===== src/rtl/pipeline_ctrl_pkg.sv =====
// Shared definitions for the front-end stall/kill/redirect sequencer.
package pipeline_ctrl_pkg;

   localparam int unsigned ADDR_LEN = 32;

   localparam int unsigned RS_ALU    = 0;
   localparam int unsigned RS_BRANCH = 1;
   localparam int unsigned RS_MUL    = 2;
   localparam int unsigned RS_LDST   = 3;

   typedef enum logic [1:0] {
      ST_RUN     = 2'd0,
      ST_FLUSH   = 2'd1,
      ST_RECOVER = 2'd2,
      ST_DRAIN   = 2'd3
   } ctrl_state_e;

endpackage


===== src/rtl/pipeline_ctrl_sat_cnt.sv =====
// Saturating up-counter with synchronous clear; holds at all-ones.
module pipeline_ctrl_sat_cnt #(
   parameter int unsigned CNT_W = 32
) (
   input  logic             clk_i,
   input  logic             clear_i,
   input  logic             inc_i,
   output logic [CNT_W-1:0] count_o
);

   always_ff @(posedge clk_i) begin
      if (clear_i) begin
         count_o <= '0;
      end else if (inc_i && (count_o != {CNT_W{1'b1}})) begin
         count_o <= count_o + CNT_W'(1);
      end
   end

endmodule


===== src/rtl/pipeline_ctrl.sv =====
// Stall/kill/redirect sequencer for IF-ID-DP: resource stalls, fence drain,
// and mispredict flush followed by a fixed-length rename recovery hold.
module pipeline_ctrl #(
   parameter int unsigned ADDR_LEN       = pipeline_ctrl_pkg::ADDR_LEN,
   parameter int unsigned RS_TYPES       = 4,
   parameter int unsigned RECOVER_CYCLES = 2,
   parameter int unsigned CNT_W          = 32
) (
   input  logic                clk_i,
   input  logic                reset_i,
   input  logic                dp_valid_i,
   input  logic [RS_TYPES-1:0] dp_req_i,
   input  logic                dp_serialize_i,
   input  logic                rrf_allocatable_i,
   input  logic [RS_TYPES-1:0] rs_full_i,
   input  logic                rob_full_i,
   input  logic                rob_empty_i,
   input  logic                br_valid_i,
   input  logic                br_mispredict_i,
   input  logic [ADDR_LEN-1:0] br_target_i,
   output logic                stall_IF_o,
   output logic                stall_ID_o,
   output logic                stall_DP_o,
   output logic                kill_IF_o,
   output logic                kill_ID_o,
   output logic                kill_DP_o,
   output logic                redirect_valid_o,
   output logic [ADDR_LEN-1:0] redirect_pc_o,
   output logic                recover_o,
   output logic [1:0]          state_o,
   output logic [CNT_W-1:0]    stall_cycles_o
);

   import pipeline_ctrl_pkg::*;

   localparam int unsigned REC_W = $clog2(RECOVER_CYCLES + 1);

   ctrl_state_e      state_q, state_d;
   logic [REC_W-1:0] rec_cnt_q, rec_cnt_d;
   logic             res_stall, ser_stall, mispredict;
   logic             stall_c, kill_c, redirect_c, recover_c;

   assign res_stall  = dp_valid_i & (~rrf_allocatable_i | rob_full_i | (|(dp_req_i & rs_full_i)));
   assign ser_stall  = dp_valid_i & dp_serialize_i & ~rob_empty_i;
   assign mispredict = br_valid_i & br_mispredict_i;

   // Next-state and per-state control; a mispredict overrides every transition.
   always_comb begin
      state_d    = state_q;
      rec_cnt_d  = rec_cnt_q;
      stall_c    = 1'b0;
      kill_c     = 1'b0;
      redirect_c = 1'b0;
      recover_c  = 1'b0;
      case (state_q)
         ST_RUN: begin
            stall_c = res_stall | ser_stall;
            if (ser_stall) state_d = ST_DRAIN;
         end
         ST_DRAIN: begin
            stall_c = 1'b1;
            if (rob_empty_i) state_d = ST_RUN;
         end
         ST_FLUSH: begin
            kill_c     = 1'b1;
            redirect_c = 1'b1;
            recover_c  = 1'b1;
            state_d    = ST_RECOVER;
            rec_cnt_d  = REC_W'(RECOVER_CYCLES);
         end
         ST_RECOVER: begin
            stall_c   = 1'b1;
            recover_c = 1'b1;
            rec_cnt_d = rec_cnt_q - REC_W'(1);
            if (rec_cnt_q == REC_W'(1)) state_d = ST_RUN;
         end
         default: state_d = ST_RUN;
      endcase
      if (mispredict) state_d = ST_FLUSH;
   end

   always_ff @(posedge clk_i) begin
      if (reset_i) begin
         state_q       <= ST_RUN;
         rec_cnt_q     <= '0;
         redirect_pc_o <= '0;
      end else begin
         state_q   <= state_d;
         rec_cnt_q <= rec_cnt_d;
         if (mispredict) redirect_pc_o <= br_target_i;
      end
   end

   // Reset silences all control strobes, including while an old state is still held.
   assign stall_IF_o       = stall_c & ~reset_i;
   assign stall_ID_o       = stall_c & ~reset_i;
   assign stall_DP_o       = stall_c & ~reset_i;
   assign kill_IF_o        = kill_c & ~reset_i;
   assign kill_ID_o        = kill_c & ~reset_i;
   assign kill_DP_o        = kill_c & ~reset_i;
   assign redirect_valid_o = redirect_c & ~reset_i;
   assign recover_o        = recover_c & ~reset_i;
   assign state_o          = state_q;

   pipeline_ctrl_sat_cnt #(
      .CNT_W (CNT_W)
   ) u_stall_cnt (
      .clk_i   (clk_i),
      .clear_i (reset_i),
      .inc_i   (stall_DP_o),
      .count_o (stall_cycles_o)
   );

endmodule


===== config.mk =====
export PLATFORM = sky130hd
export DESIGN_NAME = pipeline_ctrl
export DESIGN_NICKNAME = d
export VERILOG_FILES = /design/src/rtl/pipeline_ctrl_pkg.sv /design/src/rtl/pipeline_ctrl_sat_cnt.sv /design/src/rtl/pipeline_ctrl.sv
export SDC_FILE = /design/constraint.sdc
export NUM_CORES = 1
export LEC_CHECK = 0
export CAP_MARGIN = 40
export CORE_AREA = 2 2 91 93
export CTS_CLUSTER_SIZE = 30
export DETAILED_ROUTE_END_ITERATION = 10
export DIE_AREA = 0 0 93 95
export HOLD_SLACK_MARGIN = 0.03
export PLACE_DENSITY = 0.71
export SYNTH_ARGS = -nofsm -noshare
export SYNTH_HDL_FRONTEND = slang
export SYNTH_SLANG_ARGS = --single-unit
export TNS_END_PERCENT = 10

===== constraint.sdc =====
create_clock -name clk_i -period 2.65 [get_ports clk_i]
set_input_delay 0.265 -clock clk_i [delete_from_list [all_inputs] [get_ports clk_i]]
set_output_delay 0.265 -clock clk_i [all_outputs]
set_load 0.01 [all_outputs]

==> results.py, run 1 <==
metrics = {
    "sta": {
        "relSlewSlack": 0.5032,
        "grt_setup_unrepaired": "no",
        "layout_min_cycle_time_ns": 2.578,
        "setup_violations": 0,
        "hold_viol_final": 0,
        "drv_slew": 0,
        "tightest_slew_ns": 0.7452,
        "finClkSkew_ns": 0.004876,
        "layout_worst_path_cycle_share": 0.9730,
        "fmax_mhz": 387.8,
        "fin_setup_tns_ns": 0,
    },
    "logic_synthesis": {
        "ys_seq_area_frac": 0.4444,
        "synth-simple-area-share": 0.2962,
        "synth_edf_count": 0,
        "syn_avg_cell_area_um2": 8.125,
        "yosysWarnings": 0,
        "synthArstFlopShare": 0,
        "synth_cell_types": 41,
        "synth_top_family_by_area": "simple AND/OR/NAND/NOR gates",
        "synth-xor-area-share": 0.06005,
        "synth_compound_area_frac": 0.1033,
        "synthAdderAreaFrac": 0.02451,
        "ys_seq_elements": 68,
        "ys.flop_type": "dfxtp_1",
        "synthesis.nets": 432,
        "syn-instance-count": 377,
        "syn_area_mm2": 0.003063,
        "synth_mux_area_frac": 0.02206,
    },
    "final_layout": {
        "fillCellCount": 732,
        "multi_input_area_mm2": 0.001578,
        "fin_area_mm2": 0.004690,
        "diodes": 0,
        "drive_above_1_share": 0.09543,
        "regArea_mm2": 0.001363,
        "nets": 553,
        "final_util": 0.5915,
        "area_delta_synth_final_pct": 53.10,
    },
    "critical_path": {
        "r2r_slack_ns": 0.13,
        "cp_slowest_cell": "or4b_4",
        "worstPathRequired_ns": 2.38,
        "crit_chain": "ha_1 > or4b_4 > a221oi_4 > a2111oi_4 > clkbuf_16 > dlygate4sd2_1",
        "reg2reg_to": "u_stall_cnt.count_o[20]$_SDFFE_PP0P_",
        "worstPathMaxFanout": 8,
        "critPathArrivalTime_ns": 2.31,
        "path_delay_family": "simple AND/OR/NAND/NOR gates",
        "crit_type": "reg2out",
        "crit_path_max_incr_delay_ns": 0.54,
        "cp-end-kind": "output port",
        "ff2ff_path_depth": 10,
        "path_buf_inv": 2,
        "r2r-start": "state_o[1]$_SDFFE_PP0P_",
        "start_kind": "flip-flop",
    },
    "routing": {
        "dr.first_iter.drc_count": 91,
        "drt_wl_total_um": 8683,
        "drc": 0,
        "viasPerCell": 5.003,
        "ant_nets": 0,
        "vias": 3042,
        "dr.pass1.iters": 5,
        "wl_per_cell_um": 14.28,
    },
    "clocking": {
        "cts_buffers": 9,
        "root_buffer": "clkbuf_8",
        "clock_sinks": 68,
        "cts.reportedPaths.clkPinSlew_ns": 0.08,
        "clock_latency_ns": 0.34,
        "htree_num_levels": 3,
        "cts_buffer_depth": 2,
        "cts_tree": "done",
        "ctsHoldBuffers": 0,
    },
    "die": {
        "start_util": 0.3864,
        "die_area_mm2": 0.008835,
        "die_h_um": 95,
        "fp.coreArea_mm2": 0.007928,
        "fp-row-count": 33,
        "die-width_um": 93,
        "io_pins": 123,
    },
    "worst_hold_path": {
        "min_from": "redirect_pc_o[12]$_SDFFE_PP0P_",
        "hold_depth": 2,
        "hp-class": "reg2reg",
        "hold_end": "redirect_pc_o[12]$_SDFFE_PP0P_",
    },
    "placed_design": {
        "placed_area_mm2": 0.004380,
        "gp_congestion": 0.8317,
        "dp_hpwl_um": 5921,
        "port_buffers": 122,
    },
    "global_routing": {
        "antenna_found_initial": 0,
        "overflow": 0,
        "grt_max_degree": 75,
        "grt_usage": 0.1913,
        "grt_pass1_wl_um": 13570,
        "grt_pass1_vias": 2918,
    },
    "power": {
        "leakagePower_nw": 1.723,
        "max-vdd-ir-drop_mv": 0.2486,
        "pwr_density_cell_mw_per_mm2": 516.9,
        "p_total_w": 0.002424,
    },
    "flow_run": {
        "drv_cap": 0,
    },
    "outcome": {
        "status": "complete, no violations",
    },
}
==> worst max path at each step <==
| stage | startpoint | to | slack, ns | depth (start not counted) |
|---|---|---|---|---|
| after floorplan | state_o[0]$_SDFFE_PP0P_ | u_stall_cnt.count_o[31]$_SDFFE_PP0P_ | 0.19 | 9 |
| after global placement | state_o[0]$_SDFFE_PP0P_ | stall_DP_o | 0.18 | 7 |
| after detailed placement | state_o[0]$_SDFFE_PP0P_ | u_stall_cnt.count_o[31]$_SDFFE_PP0P_ | 0.09 | 9 |
| after CTS | state_o[0]$_SDFFE_PP0P_ | stall_ID_o | 0.004 | 7 |
| after global routing | state_o[1]$_SDFFE_PP0P_ | stall_DP_o | 0.001 | 6 |
| final | state_o[1]$_SDFFE_PP0P_ | stall_ID_o | 0.07 | 6 |
==> sequential cells by signal (all words and copies together), names as in the netlist <==
name,count
rec_cnt_q,2
state_o,2
u_stall_cnt.count_o,32
redirect_pc_o,32
==> cells in the mapped netlist, types with 2 or more instances <==
cell	number	share of area
nand2_1	79	0.097
dfxtp_1	68	0.44
a21oi_1	38	0.062
nor2_1	36	0.044
nand4_1	19	0.039
xor2_1	18	0.051
clkbuf_1	15	0.018
nand3_1	12	0.020
nor2b_1	10	0.020
and3_1	9	0.018
inv_1	9	0.011
ha_1	6	0.025
mux2_2	6	0.022
and2_1	5	0.010
buf_1	5	0.0061
buf_4	5	0.012
nor4_1	5	0.010
o21ai_0	3	0.0049
or3_1	3	0.0061
xnor2_1	3	0.0086
and4_1	2	0.0057
o31ai_1	2	0.0049
==> metrics by stage <==
stage / instances / hold WS [ns] / worst slack, ns
CTS: 606 / 0.4454 / 0.003983
finish: 608 / 0.4542 / 0.07168
global placement: 588 / 0.4409 / 0.1787
floorplan: 377 / 0.4010 / 0.1894
detailed placement: 588 / 0.4469 / 0.09187
global route: 608 / 0.4565 / 0.0009630
==> worst reg2reg max path: stages, from the launching register on <==
cell,delay [ns]
dfxtp_1,0.37
ha_1,0.24
or4b_4,0.54
a221oi_4,0.23
a2111oi_4,0.12
clkbuf_16,0.19
buf_4,0.14
buf_4,0.14
nand4_1,0.11
nor2_1,0.07
mux2_2,0.27
==> cell families (layout without fill, tap and decap cells) <==
logic type	after synthesis	count (layout)
AND/OR/NAND/NOR	189	189
buffers and inverters	35	161
AO/OA/AOI/OAI	52	52
flip-flops	68	68
XOR/XNOR	21	21
multiplexers	6	6
adder cells (fa/ha/maj)	6	6
==> report_power, final <==
group | total [W] | internal, W | leakage, nW | switching [W]
clock network | 0.000966 | 0.000534 | 0.102 | 0.000431
logic | 0.000384 | 0.000216 | 1.07 | 0.000168
registers | 0.00107 | 0.00105 | 0.553 | 0.0000198
==> layout by cell type (no fill, tap or decap), types with 8 or more instances in the layout <==
| cell type | netlist | layout |
|---|---|---|
| a21oi_1 | 38 | 38 |
| and3_1 | 9 | 9 |
| buf_4 | 5 | 12 |
| clkbuf_8 | 0 | 9 |
| clkdlybuf4s50_1 | 0 | 118 |
| dfxtp_1 | 68 | 67 |
| inv_1 | 9 | 8 |
| nand2_1 | 79 | 79 |
| nand3_1 | 12 | 12 |
| nand4_1 | 19 | 19 |
| nor2_1 | 36 | 36 |
| nor2b_1 | 10 | 10 |
| xor2_1 | 18 | 18 |
==> area by class of cell <==
| cell class | count | share of cell area |
|---|---|---|
| timing repair buffer | 136 | 0.2900 |
| sequential | 68 | 0.2906 |
| clock buffer | 9 | 0.02641 |
| tap | 105 | 0.02801 |
| inverter | 9 | 0.007204 |
| clock inverter | 7 | 0.02134 |
| multi-input combinational | 274 | 0.3364 |
==> metal layers <==
metal,global-route usage,up-vias,wire [um],part of all wire
met1,0.2464,1401,4032,0.46
met5,0,-,0,0
met2,0.3068,111,3976,0.46
met3,0.03831,16,521,0.060
li1,-,1514,-,-
met4,0.09436,0,153,0.018
==> what timing repair did <==
action,4_1_cts,5_1_grt
pin swaps,1,1
gates resized for setup,5,5
setup buffers,1,2
cloned,1,0
endpoints found under the setup margin,3,3
(Power assumes the default switching activity.)
==> inputs of run 2 (changes only) <==
- GPL_ROUTABILITY_DRIVEN: unset -> 0
- PLACE_DENSITY: 0.71 -> unset
- PLACE_DENSITY_LB_ADDON: unset -> 0.15
==> results.py, run 2 (same netlist as run 1, synthesis figures left out) <==
metrics = {
    "power": {
        "pwr_density_cell_mw_per_mm2": 502.6,
        "leakagePower_nw": 1.718,
        "max-vdd-ir-drop_mv": 0.3382,
        "p_total_w": 0.002337,
    },
    "sta": {
        "finClkSkew_ns": 0.01267,
        "setup_violations": 0,
        "fin_setup_tns_ns": 0,
        "grt_setup_unrepaired": "yes",
        "relSlewSlack": 0.5043,
        "tightest_slew_ns": 0.7435,
        "layout_worst_path_cycle_share": 0.9756,
        "fmax_mhz": 386.8,
        "layout_min_cycle_time_ns": 2.585,
        "hold_viol_final": 0,
        "finalWorstSetupSlack_ns": 0.06462,
        "drv_slew": 0,
        "whs_ns": 0.2218,
    },
    "clocking": {
        "root_buffer": "clkbuf_8",
        "clock_sinks": 68,
        "cts_buffers": 9,
        "cts_tree": "done",
        "clock_latency_ns": 0.35,
        "cts_buffer_depth": 2,
        "htree_num_levels": 3,
        "cts.reportedPaths.clkPinSlew_ns": 0.07,
    },
    "placed_design": {
        "port_buffers": 122,
        "place_inst": 588,
        "dp_hpwl_um": 5754,
        "pre_cts_ws_ns": 0.07256,
    },
    "die": {
        "start_util": 0.3864,
        "fp-row-count": 33,
        "die-width_um": 93,
        "io_pins": 123,
        "die_h_um": 95,
        "die_area_mm2": 0.008835,
        "fp.coreArea_mm2": 0.007928,
    },
    "routing": {
        "wl_per_cell_um": 13.79,
        "wl_met2_um": 4113,
        "dr_wl_met3_um": 459,
        "drc": 0,
        "viasPerCell": 4.880,
        "top_layer": "met4",
        "ant_nets": 0,
        "drt_wl_total_um": 8385,
        "dr.pass1.iters": 4,
        "dr.first_iter.drc_count": 84,
        "vias": 2967,
        "met1Wirelength_um": 3677,
    },
    "critical_path": {
        "critPathArrivalTime_ns": 2.32,
        "start_kind": "flip-flop",
        "crit_type": "reg2out",
        "worstPathMaxFanout": 7,
        "worstPathRequired_ns": 2.38,
        "cp-end-kind": "output port",
    },
    "final_layout": {
        "regArea_mm2": 0.001364,
        "fillCellCount": 757,
        "finalNonFillerCells": 608,
        "area_delta_synth_final_pct": 51.84,
        "multi_input_area_mm2": 0.001553,
        "layout_commonest_cell": "clkdlybuf4s50_1",
        "nets": 553,
        "drive_above_1_share": 0.09344,
        "final_cell_mix": "118 x clkdlybuf4s50_1, 79 x nand2_1, 66 x dfxtp_1, 38 x a21oi_1, 36 x nor2_1",
        "diodes": 0,
        "largestRegisters": "redirect_pc_o: 32 flops, u_stall_cnt.count_o: 32 flops",
    },
    "global_routing": {
        "antenna_found_initial": 0,
        "grt_pass1_wl_um": 13250,
        "overflow": 0,
        "grt_usage": 0.1898,
        "grt_max_degree": 73,
        "grt_pass1_vias": 2755,
    },
    "outcome": {
        "status": "complete, no violations",
    },
    "flow_run": {
        "drv_cap": 0,
    },
    "worst_hold_path": {
        "hp-class": "in2reg",
    },
}
## run 2: changes by cell type in the layout (fill, tap and decap cells not counted), sizes merged
cell	change
buf	+1
bufinv	-1
clkbuf	+1
clkinvlp	-1
## run 2: worst max-delay path, stage by stage, from the launching register on
cell           delay (ns)
dfxtp_2              0.34
inv_1                0.06
ha_2                 0.20
or4b_1               0.53
a221oi_2             0.27
a2111oi_4            0.14
buf_12               0.17
dlygate4sd2_1        0.28
## run 2: final timing paths
path | startpoint | end | slack, ns | cells past startpoint
worst max-delay path | state_o[0]$_SDFFE_PP0P_ | stall_IF_o | 0.06 | 7
worst min-delay path | reset_i | rec_cnt_q[1]$_SDFFE_PP0N_ | 0.22 | 2
worst max register to register | state_o[0]$_SDFFE_PP0P_ | u_stall_cnt.count_o[16]$_SDFFE_PP0P_ | 0.16 | 11
worst min register to register | redirect_pc_o[20]$_SDFFE_PP0P_ | redirect_pc_o[20]$_SDFFE_PP0P_ | 0.45 | 2
## run 2: final cells by class
cell class,count,share of cell area
tap,105,0.02825
clock buffer,11,0.03255
timing repair buffer,136,0.2922
inverter,9,0.007264
sequential,68,0.2932
clock inverter,5,0.01264
multi-input combinational,274,0.3339
## run 2: routing by layer
layer,global-route usage,vias up
met5,0,-
met4,0.08333,0
met3,0.04230,10
met2,0.3219,79
met1,0.2316,1362
li1,-,1516
## run 2: what timing repair did
action / 4_1_cts / 5_1_grt
gates cloned: 1 / 0
resized for setup: 4 / 3
pin swaps: 1 / 2
setup endpoints to repair: 3 / 15
hold buffers: 0 / 0
buffers inserted: 3 / 0
## run 2: report_power, final
part,switching (W),internal (W)
combinational,0.000161,0.000211
sequential,0.0000209,0.00106
clock,0.000403,0.000487
## run 2: per-stage QoR
step | util | instance area (um2)
floorplan | - | 3063
global placement | 0.5526 | 4380
detailed placement | 0.5526 | 4380
CTS | 0.5859 | 4644
global route | 0.5866 | 4651
finish | 0.5866 | 4651
==> inputs of run 3 (changes only) <==
- CORE_AREA: 2 2 91 93 -> 2 2 88 90
- DIE_AREA: 0 0 93 95 -> 0 0 90 92
==> results.py, run 3 (same netlist as run 1, synthesis figures left out) <==
metrics = {
    "die": {
        "die_h_um": 92,
        "die_area_mm2": 0.008280,
        "fp.coreArea_mm2": 0.007447,
        "fp-row-count": 32,
        "io_pins": 123,
        "start_util": 0.4113,
        "die-width_um": 90,
    },
    "placed_design": {
        "place_inst": 585,
        "dp_hpwl_um": 5675,
        "placed_area_mm2": 0.004377,
        "port_buffers": 122,
    },
    "final_layout": {
        "layout_commonest_cell": "clkdlybuf4s50_1",
        "final_cell_mix": "118 x clkdlybuf4s50_1, 79 x nand2_1, 66 x dfxtp_1, 38 x a21oi_1, 36 x nor2_1",
        "area_delta_synth_final_pct": 54.70,
        "largestRegisters": "redirect_pc_o: 32 flops, u_stall_cnt.count_o: 32 flops",
        "fin_area_mm2": 0.004738,
        "diodes": 0,
        "drive_above_1_share": 0.1030,
        "nets": 555,
        "finalNonFillerCells": 607,
        "fillCellCount": 666,
    },
    "clocking": {
        "cts_tree": "done",
        "root_buffer": "clkbuf_8",
        "clock_latency_ns": 0.34,
        "htree_num_levels": 3,
        "cts.reportedPaths.clkPinSlew_ns": 0.07,
        "ctsHoldBuffers": 0,
        "clock_sinks": 68,
        "cts_buffers": 9,
        "cts_buffer_depth": 2,
    },
    "global_routing": {
        "grt_usage": 0.2053,
        "antenna_found_initial": 0,
        "grt_pass1_wl_um": 13850,
        "grt_max_degree": 57,
        "grt_pass1_vias": 2971,
        "overflow": 0,
    },
    "critical_path": {
        "cp-end-kind": "flip-flop",
        "crit_top_cell": "buf_4",
        "critPathArrivalTime_ns": 2.74,
        "crit_path_max_incr_delay_ns": 0.53,
        "worstPathMaxFanout": 12,
        "path_delay_family": "simple AND/OR/NAND/NOR gates",
        "path_buf_inv": 4,
        "ff2ff_path_depth": 11,
        "critical_path_depth": 11,
        "worstPathRequired_ns": 2.86,
        "r2r_slack_ns": 0.12,
        "crit_type": "reg2reg",
        "cp_slowest_cell": "or4b_1",
        "start_kind": "flip-flop",
        "crit_chain": "inv_2 > ha_1 > or4b_1 > a221oi_2 > a2111oi_4 > buf_4 > buf_4 > bufbuf_16 > nand4_1 > xor2_1 > nor2_1",
    },
    "flow_run": {
        "drv_cap": 0,
    },
    "sta": {
        "relSlewSlack": 0.6175,
        "finClkSkew_ns": 0.008949,
        "tightest_slew_ns": 0.5738,
        "layout_worst_path_cycle_share": 0.9543,
        "fmax_mhz": 395.4,
        "layout_min_cycle_time_ns": 2.529,
        "hold_viol_final": 0,
        "drv_slew": 0,
        "setup_violations": 0,
        "whs_ns": 0.4017,
    },
    "routing": {
        "vias": 2968,
        "drt_wl_total_um": 8209,
        "viasPerCell": 4.890,
        "dr.pass1.iters": 4,
        "drc": 0,
        "ant_nets": 0,
        "dr.first_iter.drc_count": 124,
        "wl_per_cell_um": 13.52,
    },
    "power": {
        "p_total_w": 0.002683,
        "pwr_density_cell_mw_per_mm2": 566.3,
        "leakagePower_nw": 1.766,
        "max-vdd-ir-drop_mv": 0.3304,
    },
    "worst_hold_path": {
        "hp-class": "in2reg",
        "hold_depth": 3,
    },
    "outcome": {
        "status": "complete, no violations",
    },
}
-- run 3: cell count changes in the layout (fill, tap and decap cells not counted), moves of 2 or more --
cell	delta
bufinv_16	+4
buf_4	+3
clkinvlp_4	-2
dlygate4sd2_1	-3
clkbuf_2	+3
-- run 3: path summary, 6_finish.rpt --
| kind | startpoint | to |
|---|---|---|
| worst min register to register | redirect_pc_o[2]$_SDFFE_PP0P_ | redirect_pc_o[2]$_SDFFE_PP0P_ |
| worst max-delay path | state_o[0]$_SDFFE_PP0P_ | u_stall_cnt.count_o[13]$_SDFFE_PP0P_ |
| worst min-delay path | reset_i | redirect_pc_o[30]$_SDFFE_PP0P_ |
| worst max register to register | state_o[0]$_SDFFE_PP0P_ | u_stall_cnt.count_o[13]$_SDFFE_PP0P_ |
-- run 3: metal layers --
layer  track usage  share of wire  up-vias
met4       0.09359          0.021        0
met5             0              0        -
li1              -              -     1524
met1        0.2447           0.44     1339
met2        0.3396           0.48       90
met3       0.06409          0.059       15
-- run 3: tightest hold or removal path, delay by kind of cell --
family / cells / cell delay (ns)
buf+inv: 2 / 0.37
compound gates: 1 / 0.06
-- run 3: layout make-up --
class | instances | area, um2 | area share
sequential | 68 | 1366 | 0.2884
inverter | 9 | 33.78 | 0.007130
timing repair buffer | 138 | 1364 | 0.2878
clock buffer | 10 | 137.6 | 0.02905
tap | 102 | 127.6 | 0.02693
multi-input combinational | 274 | 1550 | 0.3272
clock inverter | 6 | 158.9 | 0.03354
-- run 3: report_power, final --
part	switching [W]	internal [W]
Combinational	0.000161	0.000213
Sequential	0.0000239	0.00106
Clock	0.000387	0.000843
Total	0.000572	0.00211
-- run 3: what timing repair did --
item / 4_1_cts / 5_1_grt
gates resized for setup: 4 / 10
endpoints found under the setup margin: 4 / 3
pin swaps: 2 / 2
cloned: 1 / 0
endpoints found under the hold margin: 0 / 0
setup buffers: 4 / 1
-- run 3: metrics by stage --
stage               utilization  setup WS, ns  setup TNS (ns)
floorplan                     -        0.1894               0
global placement         0.5877       0.09772               0
detailed placement       0.5877      0.009804               0
CTS                      0.6356       0.03295               0
global route             0.6363     -0.001124       -0.002161
finish                   0.6363        0.1212               0
